`src/rtl/slave_rx.sv`:
```
// -----------------------------------------------------------------------------
// slave_rx
//
// 1-wire style pulse-width receiver. The line idles high. Each low pulse is
// measured in clk cycles and classified by length:
//   shorter than MIN_LOW            -> glitch, ignored
//   MIN_LOW .. SAMPLE_AT            -> bit 1
//   SAMPLE_AT+1 .. RESET_LEN-1      -> bit 0
//   RESET_LEN or longer             -> bus reset
// Eight decoded bits form one byte, least significant bit first.
//
// Parameters
//   SAMPLE_AT  longest low pulse (cycles) decoded as bit 1
//   RESET_LEN  low-pulse length (cycles) treated as a bus reset
//   MIN_LOW    shortest low pulse (cycles) accepted as a bit
//
// Ports
//   clk         single clock, rising-edge
//   rst         asynchronous active-high reset
//   bus_in      raw line from the upstream transmitter, idle high
//   data_out    last completed byte; holds until the next byte or rst
//   data_valid  one-cycle strobe, data_out has just been updated
//   reset_seen  one-cycle strobe, bus reset pulse detected
//   bit_cnt     bits received so far in the current byte
// -----------------------------------------------------------------------------
module slave_rx #(
    parameter int SAMPLE_AT = 15,
    parameter int RESET_LEN = 480,
    parameter int MIN_LOW   = 2
) (
    input  logic       clk,
    input  logic       rst,
    input  logic       bus_in,
    output logic [7:0] data_out,
    output logic       data_valid,
    output logic       reset_seen,
    output logic [2:0] bit_cnt
);

    // state   | meaning
    // IDLE    | line high, waiting for a falling edge
    // LOW     | line low, counting cycles in lcnt
    // RSTLOW  | bus reset already reported, waiting for the line to rise

    localparam int LW = $clog2(RESET_LEN + 1);

    localparam logic [LW-1:0] SAMPLE_AT_C = LW'(SAMPLE_AT);
    localparam logic [LW-1:0] RESET_LEN_C = LW'(RESET_LEN);
    localparam logic [LW-1:0] MIN_LOW_C   = LW'(MIN_LOW);
    localparam logic [LW-1:0] ONE_C       = LW'(1);

    typedef enum logic [1:0] {
        IDLE   = 2'd0,
        LOW    = 2'd1,
        RSTLOW = 2'd2
    } state_t;

    state_t         state;
    logic           sync_1;
    logic           sbus;
    logic [LW-1:0]  lcnt;
    logic [7:0]     shreg;
    logic           dec_bit;
    logic [7:0]     next_shreg;

    // Both flops reset high so a released reset looks like an idle line;
    // a line already low at release is counted from its first low sbus cycle.
    always_ff @(posedge clk or posedge rst) begin
        if (rst) begin
            sync_1 <= 1'b1;
            sbus   <= 1'b1;
        end else begin
            sync_1 <= bus_in;
            sbus   <= sync_1;
        end
    end

    // lcnt holds the number of low cycles seen so far, so on the cycle the
    // rising edge reaches the FSM it equals the full pulse length.
    assign dec_bit    = (lcnt <= SAMPLE_AT_C);
    assign next_shreg = {dec_bit, shreg[7:1]};

    always_ff @(posedge clk or posedge rst) begin
        if (rst) begin
            state      <= IDLE;
            lcnt       <= '0;
            shreg      <= 8'h00;
            bit_cnt    <= 3'd0;
            data_out   <= 8'h00;
            data_valid <= 1'b0;
            reset_seen <= 1'b0;
        end else begin
            data_valid <= 1'b0;
            reset_seen <= 1'b0;

            case (state)
                IDLE: begin
                    if (!sbus) begin
                        lcnt  <= ONE_C;
                        state <= LOW;
                    end else begin
                        lcnt  <= '0;
                    end
                end

                LOW: begin
                    if (!sbus) begin
                        // Reset is flagged on the same edge lcnt would reach
                        // RESET_LEN, so the strobe does not wait for the line
                        // to rise.
                        if (lcnt == RESET_LEN_C - ONE_C) begin
                            lcnt       <= RESET_LEN_C;
                            reset_seen <= 1'b1;
                            shreg      <= 8'h00;
                            bit_cnt    <= 3'd0;
                            state      <= RSTLOW;
                        end else begin
                            lcnt <= lcnt + ONE_C;
                        end
                    end else begin
                        state <= IDLE;
                        lcnt  <= '0;
                        if (lcnt >= MIN_LOW_C) begin
                            shreg   <= next_shreg;
                            bit_cnt <= bit_cnt + 3'd1;
                            if (bit_cnt == 3'd7) begin
                                data_out   <= next_shreg;
                                data_valid <= 1'b1;
                            end
                        end
                    end
                end

                RSTLOW: begin
                    // lcnt stays saturated at RESET_LEN until the line rises;
                    // that rising edge carries no bit.
                    if (sbus) begin
                        state <= IDLE;
                        lcnt  <= '0;
                    end
                end

                default: begin
                    state <= IDLE;
                    lcnt  <= '0;
                end
            endcase
        end
    end

endmodule

```
`config.mk`:
```
export PLATFORM = sky130hd
export DESIGN_NAME = slave_rx
export DESIGN_NICKNAME = d
export VERILOG_FILES = /design/src/rtl/slave_rx.sv
export SDC_FILE = /design/constraint.sdc
export NUM_CORES = 1
export LEC_CHECK = 0
export CAP_MARGIN = 20
export CELL_PAD_IN_SITES_DETAIL_PLACEMENT = 1
export CELL_PAD_IN_SITES_GLOBAL_PLACEMENT = 2
export CORE_ASPECT_RATIO = 1.4
export CORE_MARGIN = 4
export CORE_UTILIZATION = 30
export CTS_CLUSTER_SIZE = 20
export DETAILED_ROUTE_END_ITERATION = 10
export DONT_BUFFER_PORTS = 1
export GPL_TIMING_DRIVEN = 1
export PLACE_DENSITY = 0.59
export SLEW_MARGIN = 25
export SYNTH_ARGS = -nofsm -noshare
export SYNTH_HDL_FRONTEND = slang
export SYNTH_SLANG_ARGS = --single-unit
```
`constraint.sdc`:
```
create_clock -name clk -period 2.77 [get_ports clk]
set_clock_uncertainty 0.1 [all_clocks]
set_input_delay 0.277 -clock clk [delete_from_list [all_inputs] [get_ports clk]]
set_output_delay 0.277 -clock clk [all_outputs]
set_load 0.01 [all_outputs]
```
==> Yosys cells after proc, flatten, opt, wreduce, memory -nomap -nowiden <==
Cells that the tools add are included.
{ "word_totals": {"reg_bits": 34, "output_inout_bits": 13, "wordCells": 49} }
{ "classes": {"n_addsub": 2, "n_lt_le_gt_ge": 2, "eq_ne": 8, "muxes": 23, "reduce_logical": 5} }
{ "op_table": {"columns": ["cell", "count"], "rows": [
  ["2-to-1 mux 9 bit", 3],
  ["one-hot mux 9 bit (3 select lines)", 1],
  ["2-to-1 mux 8 bit", 3],
  ["adder 9 x 1 -> 9 bit, second input constant", 1],
  ["equality test 9 bit, second input constant", 1],
  ["greater-or-equal comparator 9 x 2 -> 1 bit, second input constant", 1],
  ["less-or-equal comparator 9 x 4 -> 1 bit, second input constant", 1],
  ["2-to-1 mux 3 bit", 3],
  ["2-to-1 mux 1 bit", 8],
  ["2-to-1 mux 2 bit", 4],
  ["one-hot mux 2 bit (3 select lines)", 1],
  ["AND reduction 3 bit", 2],
  ["inequality test 2 bit, second input constant", 2],
  ["AND reduction 4 bit", 1],
  ["adder 3 x 1 -> 3 bit, second input constant", 1],
  ["equality test 3 bit, second input constant", 1],
  ["inequality test 3 bit, second input constant", 1],
  ["equality test 2 x 1 -> 1 bit, second input constant", 1],
  ["equality test 2 bit, second input constant", 1],
  ["zero test 2 bit", 1],
  ["inequality test 2 x 1 -> 1 bit, second input constant", 1],
  ["nonzero test 2 bit", 1]
]} }

==> Depth between registers and ports, before layout <==
Gate-level depths: netlist of run 1.
{ "depth": {"ltp_word": 5, "mapped_depth": 7} }

==> Worst setup path before layout of run 1 <==
OpenSTA, ideal clock, no wires.
{ "synth_timing": {"kind": "register to register", "from": "register lcnt[1]", "to": "register lcnt[3]", "setup_ps": 87, "t_arrival_ps": 1588, "path_slack_ps": 996, "path_stages_with_launch": 7, "path_buffers": 1, "cell_sequence": "dfrtp_1 > ha_1 > and4_1 > clkbuf_1 > a21o_1 > or3_1 > o211ai_1"} }
{ "synth_between": {"elab_chain_len": 4, "word_cells_on_any_way": 5} }
{ "synth_rtl": {"columns": ["element", "line_no", "text"], "rows": [
  ["start: declaration", "61", "logic [LW-1:0] lcnt;"],
  ["start signal: assignment", "118", "lcnt <= lcnt + ONE_C;"],
  ["adder 9 x 1 -> 9 bit / equality test 9 bit (equally long branches)", "118, 111", null],
  ["2-to-1 mux 9 bit (*)", "111", "if (lcnt == RESET_LEN_C - ONE_C) begin"],
  ["2-to-1 mux 9 bit (*)", "107", "if (!sbus) begin"],
  ["one-hot mux 9 bit (3 select lines) (*)", "96", "case (state)"]
]} }
Every way passes the cells marked *; elsewhere a longest branch is shown, timed or not.
A chain may end at the register's enable or synchronous reset.

==> Worst setup path in the final report of run 1 <==
{ "layout_timing": {"from": "register sbus", "to": "register shreg[1]"} }
{ "layout_between": {"elab_chain_len": 2, "word_cells_on_any_way": 4} }
{ "layout_rtl": {"columns": ["element", "line_no", "text"], "rows": [
  ["start: declaration", "60", "logic sbus;"],
  ["start signal: assignment", "74", "sbus <= sync_1;"],
  ["inequality test 2 x 1 -> 1 bit (no line) / nonzero test 2 bit (equally long branches)", null, null],
  ["AND reduction 3 bit (no line)", null, null],
  ["end signal: assignment", "124", "shreg <= next_shreg;"],
  ["end: declaration", "62", "logic [7:0] shreg;"]
]} }
Parallel ways exist; a longest one is shown, timed or not.

==> results by group, run 1 <==
Outcome
  • Status: finished, final reports clean

Layout
  • Non-Filler Instances: 207
  • NumNets Final: 149
  • Final instance area: 0.00174 mm2
  • Antenna Cells: 0
  • Area Growth Syn to Fin: 11.1%
  • Layout cell share with drive strength beyond 1: 17.5%

Route
  • WL final: 3.21 mm
  • Via-to-Cell Ratio: 4.98
  • Post-route ant nets: 0
  • Via count: 1030
  • DRT iter0 DRCs: 33
  • Wire per inst: 15.5 um
  • DR pass1 iterations: 4
  • DRC viols: 0

Clocking
  • Setup Fix Bufs, Post-CTS: 0
  • Hold_buf cts: 2
  • CTS tree: yes
  • Worst skew pair latency: 0.28 ns
  • H-tree levels: 2
  • Post-cts gate resize count: 0
  • CTS Buf Count: 5
  • CTS sink cnt: 33
  • Clock slew at reported path FFs: 0.07 ns
  • Max clock buf depth: 2
  • Clock Root Buffer: clkbuf_8

Logic synthesis
  • Unique masters post-synth: 37
  • Synth async-reset ratio: 100%
  • Syn_area_per_cell: 11.4 um2
  • Ys flop type: dfrtp_1
  • Yosys top cell by area: dfrtp_1
  • Cell count after synthesis: 137
  • Net Count, Synth: 144
  • Post-synthesis sequential area ratio: 53.0%
  • Count leader, synth: dfrtp_1
  • Post-synth top cells: dfrtp_1, nand2_1, mux2i_1
  • Mapped Area: 0.00156 mm2
  • Synth area leaders: dfrtp_1, mux2i_1, nand2_1
  • Yosys reg bits: 33
  • Post-synth EDFFs: 0
  • Share of the synthesized area in the top cell type: 49.6%
  • Synthesis Warnings: 0

GRT
  • Number of global-route vias before repair: 1187
  • Tot GR Track Use: 11.3%
  • Initial antenna violation count: 0
  • Total gr overflow: 0
  • Pin count of the biggest net entering global routing: 28
  • Global-route wire length before repair: 5.84 mm

STA
  • Minimum clock period: 2.09 ns
  • Final worst slack: 0.684 ns
  • # setup viols final: 0
  • Setup_tns: 0 ns
  • Worst Tran Pin Value: 0.516 ns
  • Fmax: 479 MHz
  • Fin crit share: 75.3%
  • RSZ-0062 raised after global routing: no
  • Final hold violation count: 0
  • Slew Limit Fails: 0
  • Relative slew slack: 65.5%

Die
  • Core area: 0.00495 mm2
  • Die X: 69 um
  • Initial core utilization: 31.5%
  • Row count: 30
  • Die height: 93.4 um
  • Die area: 0.00644 mm2
  • Top Ports: 16

Placement
  • Port Buf Inserts: 0
  • Gpl congestion: 0.797
  • HPWL Detailed: 2.36 mm
  • Placed Instances: 197
  • Placed instance area: 0.00162 mm2
  • Pre-CTS setup slack: 0.651 ns

Critical path
  • Crit-path max FO: 15
  • Critical Path End Type: register
  • Critical path class: reg -> reg
  • Peak per-stage delay on the critical path: 0.59 ns
  • Startpoint Class: register
  • Critical path, cell by cell: or3b_1, nand3b_1, nand2_1, mux2i_1
  • WP data required: 2.83 ns
  • Crit-path slowest cell: or3b_1
  • R2R cell count: 4
  • CP Data Arrival Time: 2.14 ns

Hold path
  • Worst min path class: reg -> reg
  • Worst Hold Depth: 0

Power
  • Static leakage: 0.000754 uW
  • Final Power: 1060 uW
  • Peak supply drop: 0.000340 V
  • Pwr dens: 611 mW/mm2

Flow run
  • Max-cap violation count: 0
## path summary, 6_finish.rpt
path	startpoint	to	slack (ns)
min reg2reg	sync_1	sbus	0.26
min in group asynchronous	rst	lcnt[4]	0.27
min	sync_1	sbus	0.26
max	sbus	shreg[1]	0.68
max reg2reg	sbus	shreg[1]	0.68
max in group asynchronous	rst	sync_1	1.64
## cell type report
class	count	area, um2
fillers	563	3220
well taps	64	80.1
repair buffers	5	42.5
multi-input cells	91	669
clock inverters	1	7.51
clock buffers	7	86.3
flip-flops and latches	33	828
inverters	6	22.5
## kinds of logic (layout without fill, tap and decap cells)
| group | count (synthesis) | in the layout | synth area share, % |
|---|---|---|---|
| fa+ha+maj | 4 | 4 | 3.20 |
| mux | 18 | 18 | 12.4 |
| xor+xnor | 1 | 1 | 0.561 |
| simple gates | 42 | 42 | 13.9 |
| compound gates | 26 | 26 | 12.8 |
| buf+inv | 13 | 19 | 4.16 |
| flops | 33 | 33 | 53.0 |
## placed cells by master, fill, tap and decap left out, drive strengths merged, types with 3 or more instances in the layout
cell,count
mux2i,10
o21ai,8
o31ai,4
ha,4
clkbuf,7
a21oi,5
inv,6
nand3,3
buf,3
dfrtp,31
mux2,8
nand2,26
## through the flow
step	hold slack (ns)	util [%]
after global routing	0.266	35.1
after global placement	0.0152	32.8
after floorplan	0.181	-
final	0.255	35.1
after CTS	0.262	35.1
after detailed placement	0.0236	32.8
## layer usage
layer	share of wire, %	wire length [um]	vias up	GRT usage, %
li1	-	-	491	-
met5	0	0	-	0
met1	41	1320	524	12.7
met3	2.5	80	5	2.37
met4	2.1	66	0	4.89
met2	54	1740	10	20.4
## sequential cells by signal, indices dropped and copies added (netlist names)
register,count
shreg,7
sync_1,1
bit_cnt,3
state,2
reset_seen,1
data_valid,1
lcnt,9
data_out,8
sbus,1
## worst max-delay path: cells and delay by family (launching register included)
kind | cells | cell delay, ns
flops | 1 | 0.45
simple gates | 3 | 1.32
mux | 1 | 0.08
## power by group
group          internal [uW]  leakage, uW  total [uW]  switching [uW]
clock                    202    0.0000445         377             175
sequential               523     0.000445         576            53.4
combinational           49.4     0.000265         108            58.1
Power figures use the tool's default switching activity.
==> run 2: changes to the inputs <==
==> constraint.sdc (replaced) <==
create_clock -name clk -period 2.1 [get_ports clk]
set_clock_uncertainty 0.1 [all_clocks]
set_input_delay 0.21 -clock clk [delete_from_list [all_inputs] [get_ports clk]]
set_output_delay 0.21 -clock clk [all_outputs]
set_load 0.01 [all_outputs]
==> run 2 against run 1 <==
Compared with the run above: first-iteration DRC count is the same; die area unchanged; final area increased by 3.9%; sequential power grew 31%; combinational power is 43% higher; clock power is 64% higher; sequential cell count stayed put; register-to-register slack worse by 0.45 ns; hold slack gained 0.0010 ns; core utilization increased by 1.4 points; critical endpoint is now data_out[2].
==> results by group, run 2 (synthesis results as in run 1) <==
Hold path
  • Worst min path class: reg -> reg

Layout
  • NumNets Final: 155 (+4.0%)
  • Layout cell share with drive strength beyond 1: 20.8% (+3.3 points)
  • Most frequent cells in the layout: dfrtp_1, nand2_1, mux2i_1, buf_4, o21ai_0
  • Max reg flops: 9 (unchanged)
  • Final instance area: 0.00180 mm2 (+3.9%)
  • Biggest register: lcnt
  • Commonest non-fill, non-tap cell in the layout: dfrtp_1
  • Largest registers: lcnt x9, data_out x8, shreg x7
  • Final core utilization: 36.4% (+1.4 points)
  • Area Growth Syn to Fin: 15.5%
  • Antenna Cells: 0 (unchanged)

Clocking
  • Clock slew at reported path FFs: 0.07 ns (about the same)
  • Clock Root Buffer: clkbuf_8
  • CTS tree: yes
  • Worst skew pair latency: 0.28 ns (about the same)
  • CTS sink cnt: 33 (unchanged)
  • Max clock buf depth: 2 (unchanged)
  • H-tree levels: 2 (unchanged)
  • Post-cts gate resize count: 0 (unchanged)
  • CTS Buf Count: 5 (unchanged)

Route
  • DR pass1 iterations: 4 (unchanged)
  • Post-route ant nets: 0 (unchanged)
  • DRC viols: 0 (unchanged)
  • Metal-1 WL: 1.38 mm (+4.1%)
  • Met2 WL: 1.98 mm (+14%)
  • DR top layer: met4
  • DRT iter0 DRCs: 33 (unchanged)
  • WL met3: 109 um (+36%)
  • WL final: 3.54 mm (+10%)
  • Via-to-Cell Ratio: 5.05 (+1.5%)
  • Via count: 1076 (+4.5%)
  • Wire per inst: 16.6 um (+7.0%)

Flow run
  • Max-cap violation count: 0 (unchanged)

Critical path
  • Crit-path max FO: 9 (-6)
  • Critical path class: reg -> reg
  • WP data required: 2.17 ns (-0.66 ns)
  • CP Data Arrival Time: 1.93 ns (-0.21 ns)
  • Startpoint Class: register
  • Critical Path End Type: register

Die
  • Die X: 69 um (unchanged)
  • Die height: 93.4 um (unchanged)
  • Die area: 0.00644 mm2 (unchanged)
  • Row count: 30 (unchanged)
  • Top Ports: 16 (unchanged)
  • Initial core utilization: 31.5% (unchanged)
  • Core area: 0.00495 mm2 (unchanged)

STA
  • Minimum clock period: 1.86 ns (-0.224 ns)
  • Worst Tran Pin Value: 0.426 ns (-0.0900 ns)
  • Relative slew slack: 71.6% (+6.1 points)
  • Final worst slack: 0.238 ns (-0.446 ns)
  • Slew Limit Fails: 0 (unchanged)
  • Setup_tns: 0 ns (unchanged)
  • # setup viols final: 0 (unchanged)
  • RSZ-0062 raised after global routing: no
  • Fmax: 537 MHz (+12%)
  • Fin crit share: 88.7% (+13 points)
  • Final hold violation count: 0 (unchanged)

Power
  • Static leakage: 0.000797 uW (+5.7%)
  • Pwr dens: 846 mW/mm2 (+38%)
  • Peak supply drop: 0.000362 V (+6.7%)
  • Final Power: 1530 uW (+44%)

Outcome
  • Status: finished, final reports clean

GRT
  • Number of global-route vias before repair: 1191 (+0.34%)
  • Total gr overflow: 0 (unchanged)
  • Tot GR Track Use: 12.3% (+1.0 points)
  • Initial antenna violation count: 0 (unchanged)
  • Global-route wire length before repair: 6.05 mm (+3.7%)
  • Pin count of the biggest net entering global routing: 34 (+21%)

Placement
  • Placed instance area: 0.00167 mm2 (+2.8%)
  • Pre-CTS setup slack: 0.213 ns (-0.438 ns)
  • HPWL Detailed: 2.54 mm (+7.5%)
  • Port Buf Inserts: 0 (unchanged)
  • Gpl congestion: 0.673 (-16%)
-- run 2: cell count changes in the layout (fill, tap and decap cells not counted) --
cell and change:
buf_4 +6, bufinv_16 +1, clkinvlp_4 -1
-- run 2: critical path, stage by stage (launching register included) --
cell and delay (ns):
dfrtp_1 0.41, inv_1 0.07, ha_1 0.24, a2111oi_4 0.44
a21oi_4 0.17, mux2_4 0.32
-- run 2: per-stage QoR --
stage                     hold WS, ns  instances
after floorplan                 0.114        137
after global placement          0.115        203
after detailed placement        0.115        203
after CTS                       0.258        213
after global routing            0.263        213
final                           0.256        213
-- run 2: final timing paths --
path	startpoint	to	slack, ns	cells past startpoint
max	lcnt[0]	data_out[2]	0.24	5
min	sync_1	sbus	0.26	0
max reg2reg	lcnt[0]	data_out[2]	0.24	5
min reg2reg	sync_1	sbus	0.26	0
max in group asynchronous	rst	sbus	1.20	3
min in group asynchronous	rst	bit_cnt[1]	0.36	3
-- run 2: layout make-up --
class | count | area (um2)
clock buffer | 7 | 86.3
clock inverter | 1 | 30.0
fill | 567 | 3150
inverter | 6 | 22.5
multi-input combinational | 91 | 669
sequential | 33 | 828
tap | 64 | 80.1
timing repair buffer | 11 | 87.6
-- run 2: per-layer routing --
metal / GRT usage (%) / vias to the layer above
met5: 0 / -
met4: 4.89 / 0
met3: 3.87 / 5
met2: 23.0 / 11
met1: 12.5 / 557
li1: - / 503
-- run 2: report_power, final --
| group | leakage (uW) | switching, uW | internal (uW) |
|---|---|---|---|
| registers | 0.000445 | 65.0 | 690 |
| logic | 0.000294 | 82.8 | 71.6 |
| clock network | 0.0000585 | 230 | 387 |
-- run 2: repair_timing --
action / in CTS / in global routing
setup buffers: 0 / 0
endpoints found under the hold margin: 32 / 0
hold buffers: 2 / 0
